File: src/rtl/systolic_seq_ctrl.sv
// Sequencer for a 4x4 output-stationary systolic array.
// Holds A (by row) and B (by column), clears the array accumulators,
// then streams diagonally skewed operands and pulses done after drain.
module systolic_seq_ctrl #(
  parameter int unsigned DATA_SIZE   = 8,
  parameter int unsigned FEED_CYCLES = 10
) (
  input  logic                   clk,
  input  logic                   resetn,
  input  logic                   wr_en,
  input  logic [2:0]             wr_addr,
  input  logic [4*DATA_SIZE-1:0] wr_data,
  input  logic                   start,
  output logic [4*DATA_SIZE-1:0] arr_a,
  output logic [4*DATA_SIZE-1:0] arr_b,
  output logic                   arr_acc_resetn,
  output logic                   busy,
  output logic                   done
);

  typedef enum logic [1:0] {StIdle, StClear, StFeed, StDone} state_e;

  state_e                 state_q, state_d;
  logic [3:0]             cnt_q, cnt_d;
  // a_q[i] is row i of A; b_q[j] is column j of B; byte k is element k.
  logic [4*DATA_SIZE-1:0] a_q [4];
  logic [4*DATA_SIZE-1:0] a_d [4];
  logic [4*DATA_SIZE-1:0] b_q [4];
  logic [4*DATA_SIZE-1:0] b_d [4];

  // State, counter and operand buffers; reset also wipes the buffers.
  always_ff @(posedge clk or negedge resetn) begin
    if (!resetn) begin
      state_q <= StIdle;
      cnt_q   <= '0;
      for (int i = 0; i < 4; i++) begin
        a_q[i] <= '0;
        b_q[i] <= '0;
      end
    end else begin
      state_q <= state_d;
      cnt_q   <= cnt_d;
      a_q     <= a_d;
      b_q     <= b_d;
    end
  end

  // Next-state: buffer writes only in idle, so they stay frozen for a run.
  always_comb begin
    state_d = state_q;
    cnt_d   = cnt_q;
    a_d     = a_q;
    b_d     = b_q;
    unique case (state_q)
      StIdle: begin
        if (wr_en) begin
          if (wr_addr[2]) b_d[wr_addr[1:0]] = wr_data;
          else            a_d[wr_addr[1:0]] = wr_data;
        end
        if (start) state_d = StClear;
      end
      StClear: begin
        cnt_d   = '0;
        state_d = StFeed;
      end
      StFeed: begin
        if (cnt_q == 4'(FEED_CYCLES - 1)) begin
          cnt_d   = '0;
          state_d = StDone;
        end else begin
          cnt_d = cnt_q + 4'd1;
        end
      end
      StDone: state_d = StIdle;
      default: state_d = StIdle;
    endcase
  end

  // Output decode from registers only: byte i carries element t-i of its
  // row/column while 0 <= t-i <= 3, otherwise zero so the array drains.
  always_comb begin
    arr_a = '0;
    arr_b = '0;
    if (state_q == StFeed) begin
      for (int i = 0; i < 4; i++) begin
        for (int k = 0; k < 4; k++) begin
          if (cnt_q == 4'(i + k)) begin
            arr_a[i*DATA_SIZE +: DATA_SIZE] = a_q[i][k*DATA_SIZE +: DATA_SIZE];
            arr_b[i*DATA_SIZE +: DATA_SIZE] = b_q[i][k*DATA_SIZE +: DATA_SIZE];
          end
        end
      end
    end
    arr_acc_resetn = (state_q != StClear);
    busy           = (state_q != StIdle);
    done           = (state_q == StDone);
  end

endmodule
File: config.mk
export PLATFORM = sky130hd
export DESIGN_NAME = systolic_seq_ctrl
export DESIGN_NICKNAME = d
export VERILOG_FILES = /design/src/rtl/systolic_seq_ctrl.sv
export SDC_FILE = /design/constraint.sdc
export NUM_CORES = 1
export LEC_CHECK = 0
export ABC_AREA = 1
export BUFFER_PORTS_ARGS = -buffer_cell sky130_fd_sc_hd__buf_2
export CELL_PAD_IN_SITES_DETAIL_PLACEMENT = 0
export CELL_PAD_IN_SITES_GLOBAL_PLACEMENT = 2
export CORE_ASPECT_RATIO = 0.8
export CORE_UTILIZATION = 38
export DETAILED_ROUTE_END_ITERATION = 8
export GPL_TIMING_DRIVEN = 0
export PLACE_DENSITY_LB_ADDON = 0.1
export REMOVE_ABC_BUFFERS = 1
export SYNTH_ARGS = -nofsm -noshare
export SYNTH_HDL_FRONTEND = slang
export SYNTH_SLANG_ARGS = --single-unit
File: constraint.sdc
create_clock -name clk -period 4.8 [get_ports clk]
set_input_delay 0.96 -clock clk [delete_from_list [all_inputs] [get_ports clk]]
set_output_delay 0.96 -clock clk [all_outputs]
set_load 0.01 [all_outputs]
# ---- Yosys cells after proc, flatten, opt, wreduce, memory -nomap -nowiden
# Cells that the tools add are included.
dict set report classes {
  n_div 0
  muxes 43
  multipliers 0
  eq_ne 13
  add_sub_neg 1
  bitwise_logic 2
  n_reduce_logical 8
  shifts 0
  n_lt_le_gt_ge 2
}
# op count
set ops {}
lappend ops {{128-bit bitwise mux} 2}
lappend ops {{8-bit two-way mux} 32}
lappend ops {{32-bit two-way mux} 3}
lappend ops {{32-bit demux with 2-bit select} 1}
lappend ops {{4-bit by 3-bit equality test with 1-bit output, second input constant} 3}
lappend ops {{4-bit by 2-bit equality test with 1-bit output, second input constant} 2}
lappend ops {{2-bit case mux with 4 select lines} 1}
lappend ops {{4-bit case mux with 2 select lines} 1}
lappend ops {{3-bit AND reduction} 2}
lappend ops {{4-bit by 1-bit adder with 4-bit output, second input constant} 1}
lappend ops {{2-bit equality test, second input constant} 2}
lappend ops {{4-bit by 1-bit equality test with 1-bit output, second input constant} 1}
lappend ops {{4-bit equality test, second input constant} 1}
lappend ops {{4-bit logical NOT} 1}
lappend ops {{2-bit two-way mux} 2}
lappend ops {{4-bit two-way mux} 1}
lappend ops {{2-bit != test, second input constant} 2}
lappend ops {{2-bit nonzero test} 2}
lappend ops {{3-bit greater-or-equal comparator, second input constant} 1}
lappend ops {{3-bit by 1-bit less-than comparator with 1-bit output, second input constant} 1}
lappend ops {{2-bit inverter with 3-bit output} 1}
lappend ops {{2-bit by 1-bit equality test with 1-bit output, second input constant} 1}
lappend ops {{2-bit logical NOT} 1}
lappend ops {{2-bit by 1-bit != test with 1-bit output, second input constant} 1}
lappend ops {{3 further kinds} 3}
dict set report word_totals {
  romBits 0
  register_bits 262
  latch_bits 0
  ramBits 0
  mem_count 0
}

# ---- Longest topological paths before layout
# Gate-level depths: netlist of run 1.
dict set report depth {
  ltp_word 6
  mapped_depth 9
}

# ---- Worst setup path after synthesis of run 1
# No wires, ideal clock.
dict set report synth_timing {
  kind {register -> output}
  start {register state_q[0]}
  end {output port arr_a[16]}
  arrival_time_ns 1.444
  slack_ns 2.396
  stages_incl_launch_ff 7
  path_buffers 2
  t_required_ns 3.840
  cell_sequence {dfrtp_1 -> inv_1 -> ha_1 -> clkbuf_1 -> clkbuf_1 -> o21ai_0 -> nor2_1}
}
dict set report synth_between {
  elab_chain_len 2
}
# item line
set synth_lines {}
lappend synth_lines {{start, declared} 23} ;# state_e state_q, state_d;
lappend synth_lines {{start signal, assigned} 34} ;# state_q <= StIdle;
lappend synth_lines {{start signal, assigned} 41} ;# state_q <= state_d;
lappend synth_lines {{2-bit equality test} 84} ;# if (state_q == StFeed) begin
lappend synth_lines {{32-bit two-way mux} 84}
lappend synth_lines {{end, declared} 14} ;# output logic [4*DATA_SIZE-1:0] arr_a,
# No other way between the ends.

# ---- Final worst setup path of run 1
dict set report layout_timing {
  start {register cnt_q[2]}
  end {output port arr_a[25]}
}
dict set report layout_between {
  elab_chain_len 6
}
# item line
set layout_lines {}
lappend layout_lines {{start, declared} 24} ;# logic [3:0] cnt_q, cnt_d;
lappend layout_lines {{start signal, assigned} 42} ;# cnt_q <= cnt_d;
lappend layout_lines {{4-bit by 2-bit equality test with 1-bit output} 87} ;# if (cnt_q == 4'(i + k)) begin
lappend layout_lines {{8-bit two-way mux (3 in a row)} 87}
lappend layout_lines {{8-bit two-way mux (*)} 87}
lappend layout_lines {{32-bit two-way mux (*)} 84}
# Mark *: on every way between the ends. The rest lies on a longest branch, timed or not.

==> impl_metrics.ini, run 1 <==
[outcome]
status = complete, no violations

[power_and_ir_drop]
cellPowerDensity_nw_per_um2 = 588
pwr-share-clk = 0.276
p_int_mw = 5.44
power_frac_seq = 0.452
sw_frac_of_total = 0.340
power_frac_comb = 0.272
power_switching_mw = 2.80
ir_drop_v = 0.000320
leakagePower_nw = 7.09

[detailed_routing]
drt-pass1-iter-count = 5
dr_total_vias = 9971
detail_route.wirelength_mm = 35.3
wl_per_cell_um = 17.7
first_iter_violations = 681
via_per_inst = 4.99
ant_nets = 0
drc = 0

[yosys]
synth.top_cells.by_area = dfrtp_1, nand2_1, o21ai_0
yosysWarnings = 0
synth_ff_type = dfrtp_1
netlist_area_sq_um = 11900
syn_area_per_cell_sq_um = 7.91
synth.top_cell.area_share = 0.551
synth-seq-cells = 262
synth_edf_count = 0
synth-seq-area-share = 0.551
synth_cells = 1503
async_flop_share = 1.00
synth_cell_type_count = 23
synth_most_common_cell = nand2_1
synth_area_leader_cell = dfrtp_1
ys_top_cells_by_count = nand2_1, o21ai_0, dfrtp_1, nor2_1, nand3_1

[clocking]
cts_buffers = 29
cts_resized = 0
max-clock-path-buffers = 3
path_clk_slew_ns = 0.06
htree_num_levels = 1
cts_setup_buffers = 0
cts_hold_buffers = 0
cts_root_buf = clkbuf_16
cts.sinks = 262
insertion_delay_ns = 0.54
cts_tree = built

[timing]
period_needed_ns = 4.41
finalHoldViolCount = 0
finalMaxSlewViolations = 0
max_freq_mhz = 227
slew_headroom = 0.255
fin_ws_ns = 0.388
period_share = 0.919
clock_skew_ns = 0.00981
setup_viol = 0
tightest_slew_ns = 1.12
rsz0062_at_grt = no
fin_setup_tns_ns = 0

[layout]
drive_gt1_frac = 0.121
finalNonFillerCells = 1999
final-seq-area_sq_um = 6560
multi_input_area_sq_um = 4740
diodes = 0
area_delta_synth_final_pct = 17.9
fin_nets = 1607
utilization = 0.458
num-fill-cells = 3137
design_area_sq_um = 14000

[worst_setup_path]
cp-end-kind = output pin
cp.arrival_ns = 3.45
cp-start-kind = register
cp.required_ns = 3.84
crit_type = reg2out
crit_fanout = 32

[place]
dpl_worst_slack_ns = 0.845
gp_congestion = 0.719
dpl.cell_count = 1945
placed_area_sq_um = 13000
io_buffers = 105
place_hpwl_mm = 21.1

[global_routing]
grt_pass1_wl_mm = 55.9
grt_pass1_vias = 9415
grt_overflow = 0
grt_max_degree = 115
track_usage = 0.229
antenna_found_initial = 0

[floorplan]
die_h_um = 160
die_area_sq_um = 32000
ioPinCount = 106
rows = 57
initial_core_util = 0.389
fp.dieW_um = 200
core_sq_um = 30600

[job]
cap_viol_max_count = 0

[min_path]
holdCritPathClass = in2async
layout by cell type, fill, tap and decap left out, types with 2 or more instances in the layout:
master     instances
buf_2            104
ha_1               3
buf_8              2
nand3_2            2
clkbuf_16         29
nor2_1           130
inv_2              2
bufinv_16          2
nand2_1          499
nand3_1           77
clkbuf_1           7
nand2_2            7
clkinv_2           5
clkbuf_8          10
dfrtp_1          262
o21ai_1           10
nand3b_1           7
a21oi_1           41
buf_16             6
buf_12            13
o21ai_0          290
nor2_4             6
inv_1             66
metal layers:
metal | vias to the layer above | GRT usage | wire [um]
met5 | - | 0 | 0
met4 | 0 | 0.0371 | 461
met3 | 28 | 0.0247 | 1330
met2 | 192 | 0.351 | 15600
met1 | 4804 | 0.351 | 17900
li1 | 4947 | - | -
sequential cells by signal, summed over array words and instances, names as in the netlist:
name,cells
a_q,128
b_q,128
cnt_q,4
state_q,2
logic make-up (layout without fill, tap and decap cells):
group	count (synthesis)	in the layout	share of synthesized area
buffers and inverters	164	247	0.0563
adder cells (fa/ha/maj)	4	4	0.00421
AO/OA/AOI/OAI	341	341	0.144
XOR/XNOR	1	1	0.000737
AND/OR/NAND/NOR	731	731	0.244
flip-flops	262	262	0.551
metrics by stage:
| stage | power [mW] | hold WS, ns |
|---|---|---|
| floorplan | 5.12 | 0.444 |
| global placement | 5.85 | 0.459 |
| detailed placement | 6.03 | 0.465 |
| CTS | 8.34 | 0.374 |
| global route | 8.88 | 0.380 |
| finish | 8.24 | 0.350 |
power groups by stage:
stage          Clock (mW)  Sequential [mW]  Combinational [mW]
3_5_place_dp            0             3.76                2.28
5_1_grt              2.41             3.85                2.61
4_1_cts              2.33             3.73                2.28
6_report             2.27             3.73                2.25
3_3_place_gp            0             3.73                2.13
2_1_floorplan           0             3.64                1.48
worst paths after layout:
check | from | to | slack (ns) | cells past startpoint
setup / recovery | cnt_q[2]$_DFFE_PN0P_ | arr_a[25] | 0.39 | 7
hold / removal | resetn | a_q[60]$_DFFE_PN0P_ | 0.35 | 1
setup reg to reg | cnt_q[0]$_DFFE_PN0P_ | cnt_q[3]$_DFFE_PN0P_ | 2.47 | 5
hold reg to reg | a_q[59]$_DFFE_PN0P_ | a_q[59]$_DFFE_PN0P_ | 0.48 | 2
max in group asynchronous | resetn | b_q[25]$_DFFE_PN0P_ | 3.06 | 3
min in group clk | a_q[59]$_DFFE_PN0P_ | a_q[59]$_DFFE_PN0P_ | 0.48 | 2
area by class of cell:
type	instances	share of cell area
flip-flops and latches	262	0.468
multi-input cells	1077	0.338
repair buffers	125	0.0696
clock buffers	46	0.0635
well taps	413	0.0369
inverters	69	0.0185
clock inverters	7	0.00607
worst max-delay path, cell delays in order, from the launching register on:
cell and delay (ns):
dfrtp_1 0.41, clkinv_1 0.17, nor2_4 0.70, nand3_2 0.88, nand2_1 0.27, inv_1 0.06, a21oi_1 0.23, buf_2 0.19
(Power assumes the default switching activity.)
==> run 2: changes to the inputs <==
--- a/config.mk
+++ b/config.mk
@@ -7,10 +7,11 @@
 export LEC_CHECK = 0
 export ABC_AREA = 1
 export BUFFER_PORTS_ARGS = -buffer_cell sky130_fd_sc_hd__buf_2
-export CELL_PAD_IN_SITES_DETAIL_PLACEMENT = 0
-export CELL_PAD_IN_SITES_GLOBAL_PLACEMENT = 2
+export CELL_PAD_IN_SITES_DETAIL_PLACEMENT = 1
+export CELL_PAD_IN_SITES_GLOBAL_PLACEMENT = 1
 export CORE_ASPECT_RATIO = 0.8
-export CORE_UTILIZATION = 38
+export CORE_MARGIN = 1.5
+export CORE_UTILIZATION = 48
 export DETAILED_ROUTE_END_ITERATION = 8
 export GPL_TIMING_DRIVEN = 0
 export PLACE_DENSITY_LB_ADDON = 0.1
==> run 2 against run 1 <==
  * Final cell count is 4.8% lower
  * Critical path depth is 2 higher
  * First-iteration DRC count fell by 4.4%
  * Maximum frequency decreased by 1.1%
  * Setup slack got worse by 0.049 ns
  * Total power is 1.1% higher
  * Clock power is essentially flat
  * Hold slack worse by 0.15 ns
  * Sequential cell count is the same
  * Largest cell class unchanged
  * Highest routed layer unchanged
==> impl_metrics.ini, run 2 (synthesis gave the netlist of run 1 again) <==
[global_routing]
grt_pass1_wl_mm = 59.7
top_usage_layer = met2
use_met1 = 0.408
track_usage = 0.301
antenna_found_initial = 0
grt_max_degree = 118
grt_pass1_vias = 10900
use_met3 = 0.0304
met2_usage = 0.518
grt_overflow = 0

[timing]
fin_ws_ns = 0.339
slew_headroom = 0.401
tightest_slew_ns = 0.899
clock_skew_ns = 0.00659
rsz0062_at_grt = no
period_needed_ns = 4.46
finalHoldViolCount = 0
max_freq_mhz = 224
finalMaxSlewViolations = 0
period_share = 0.929
fin_setup_tns_ns = 0
setup_viol = 0

[place]
dpl_worst_slack_ns = 0.691
place_hpwl_mm = 22.6
gp_congestion = 0.747
io_buffers = 105
placed_area_sq_um = 13000

[floorplan]
die_area_sq_um = 25700
initial_core_util = 0.489
die_h_um = 144
rows = 51
ioPinCount = 106
fp.dieW_um = 179
core_sq_um = 24300

[job]
cap_viol_max_count = 0

[clocking]
cts_root_buf = clkbuf_16
cts_buffers = 29
insertion_delay_ns = 0.54
path_clk_slew_ns = 0.06
cts_tree = built
htree_num_levels = 1
cts_setup_buffers = 0
max-clock-path-buffers = 3
cts.sinks = 262

[detailed_routing]
via_per_inst = 5.56
dr_total_vias = 10600
first_iter_violations = 651
detail_route.wirelength_mm = 36.9
drc = 0
drt-pass1-iter-count = 4
ant_nets = 0
wl_per_cell_um = 19.4

[worst_setup_path]
crit_fanout = 34
cp-start-kind = register
cp-end-kind = output pin
cp.required_ns = 3.84
r2r_slack_ns = 2.24
cp_slowest_cell = nor2_4
critical-path-max-stage-delay_ns = 0.55
r2r-start = state_q[0]$_DFFE_PN0P_
crit_chain = clkinv_1, nor2_4, buf_12, nand2_1, buf_16, nand2_1, nor2_1, nor2_1, buf_2
cp.arrival_ns = 3.50
ff2ff_path_depth = 8
worst_r2r_endpoint = a_q[29]$_DFFE_PN0P_
crit_type = reg2out

[power_and_ir_drop]
p_int_mw = 5.41
power_frac_seq = 0.452
pwr-share-clk = 0.269
power_switching_mw = 2.92
power_mw = 8.34
cellPowerDensity_nw_per_um2 = 598
leakagePower_nw = 7.10
ir_drop_v = 0.000270
power_frac_comb = 0.279
sw_frac_of_total = 0.350

[layout]
fin_nets = 1608
diodes = 0
final_common_cell = nand2_1
num-fill-cells = 2962
design_area_sq_um = 13900
area_delta_synth_final_pct = 17.2
layout_common_cells = nand2_1, o21ai_0, dfrtp_1
reg_top3 = a_q (128), b_q (128), cnt_q (4)
drive_gt1_frac = 0.121
utilization = 0.573

[min_path]
holdCritPathClass = in2async

[outcome]
status = complete, no violations
## run 2: cell count changes in the layout (fill, tap and decap cells not counted)
cell	delta
buf_16	+5
buf_8	-1
nor2_2	-1
bufinv_16	+1
buf_12	-3
clkbuf_8	-5
nor2_4	+1
clkinv_2	+2
## run 2: repair_timing
item | in CTS | in global routing
setup endpoints to repair | 0 | 1
resized for setup | 0 | 1
hold buffers | 0 | 0
## run 2: worst max-delay path, delay by kind of cell, from the launching register on
kind          cells  cell delay [ns]
flops             1             0.45
buf+inv           4             1.08
simple gates      5             1.39
## run 2: final cells by class
type	count	area, sq um	share of cell area
clock inverter	10	125	0.00898
timing repair buffer	126	1040	0.0745
multi-input combinational	1077	4740	0.340
inverter	69	259	0.0186
sequential	262	6560	0.470
tap	318	398	0.0285
clock buffer	41	821	0.0589
## run 2: layer usage
metal | vias up | part of all wire
li1 | 4948 | -
met1 | 5332 | 0.46
met4 | 0 | 0.020
met2 | 230 | 0.48
met5 | - | 0
met3 | 62 | 0.041
## run 2: worst max path at each step
stage          cells after the start            startpoint        end
2_1_floorplan                      5  cnt_q[1]$_DFFE_PN0P_  arr_a[24]
5_1_grt                            9  cnt_q[2]$_DFFE_PN0P_  arr_b[23]
3_3_place_gp                       6  cnt_q[1]$_DFFE_PN0P_  arr_a[31]
4_1_cts                            8  cnt_q[0]$_DFFE_PN0P_  arr_b[23]
3_5_place_dp                       8  cnt_q[0]$_DFFE_PN0P_  arr_b[23]
6_report                           9  cnt_q[2]$_DFFE_PN0P_  arr_b[23]
## run 2: power groups by stage
stage | Clock [mW] | Sequential [mW] | Combinational [mW]
CTS | 2.28 | 3.76 | 2.34
finish | 2.24 | 3.77 | 2.33
floorplan | 0 | 3.64 | 1.48
global route | 2.37 | 3.90 | 2.67
detailed placement | 0 | 3.79 | 2.30
global placement | 0 | 3.72 | 2.07
## run 2: through the flow
stage / hold WS (ns) / instances
6_report: 0.201 / 1903
5_1_grt: 0.186 / 1903
3_3_place_gp: 0.458 / 1831
3_5_place_dp: 0.466 / 1851
4_1_cts: 0.183 / 1902
2_1_floorplan: 0.444 / 1408
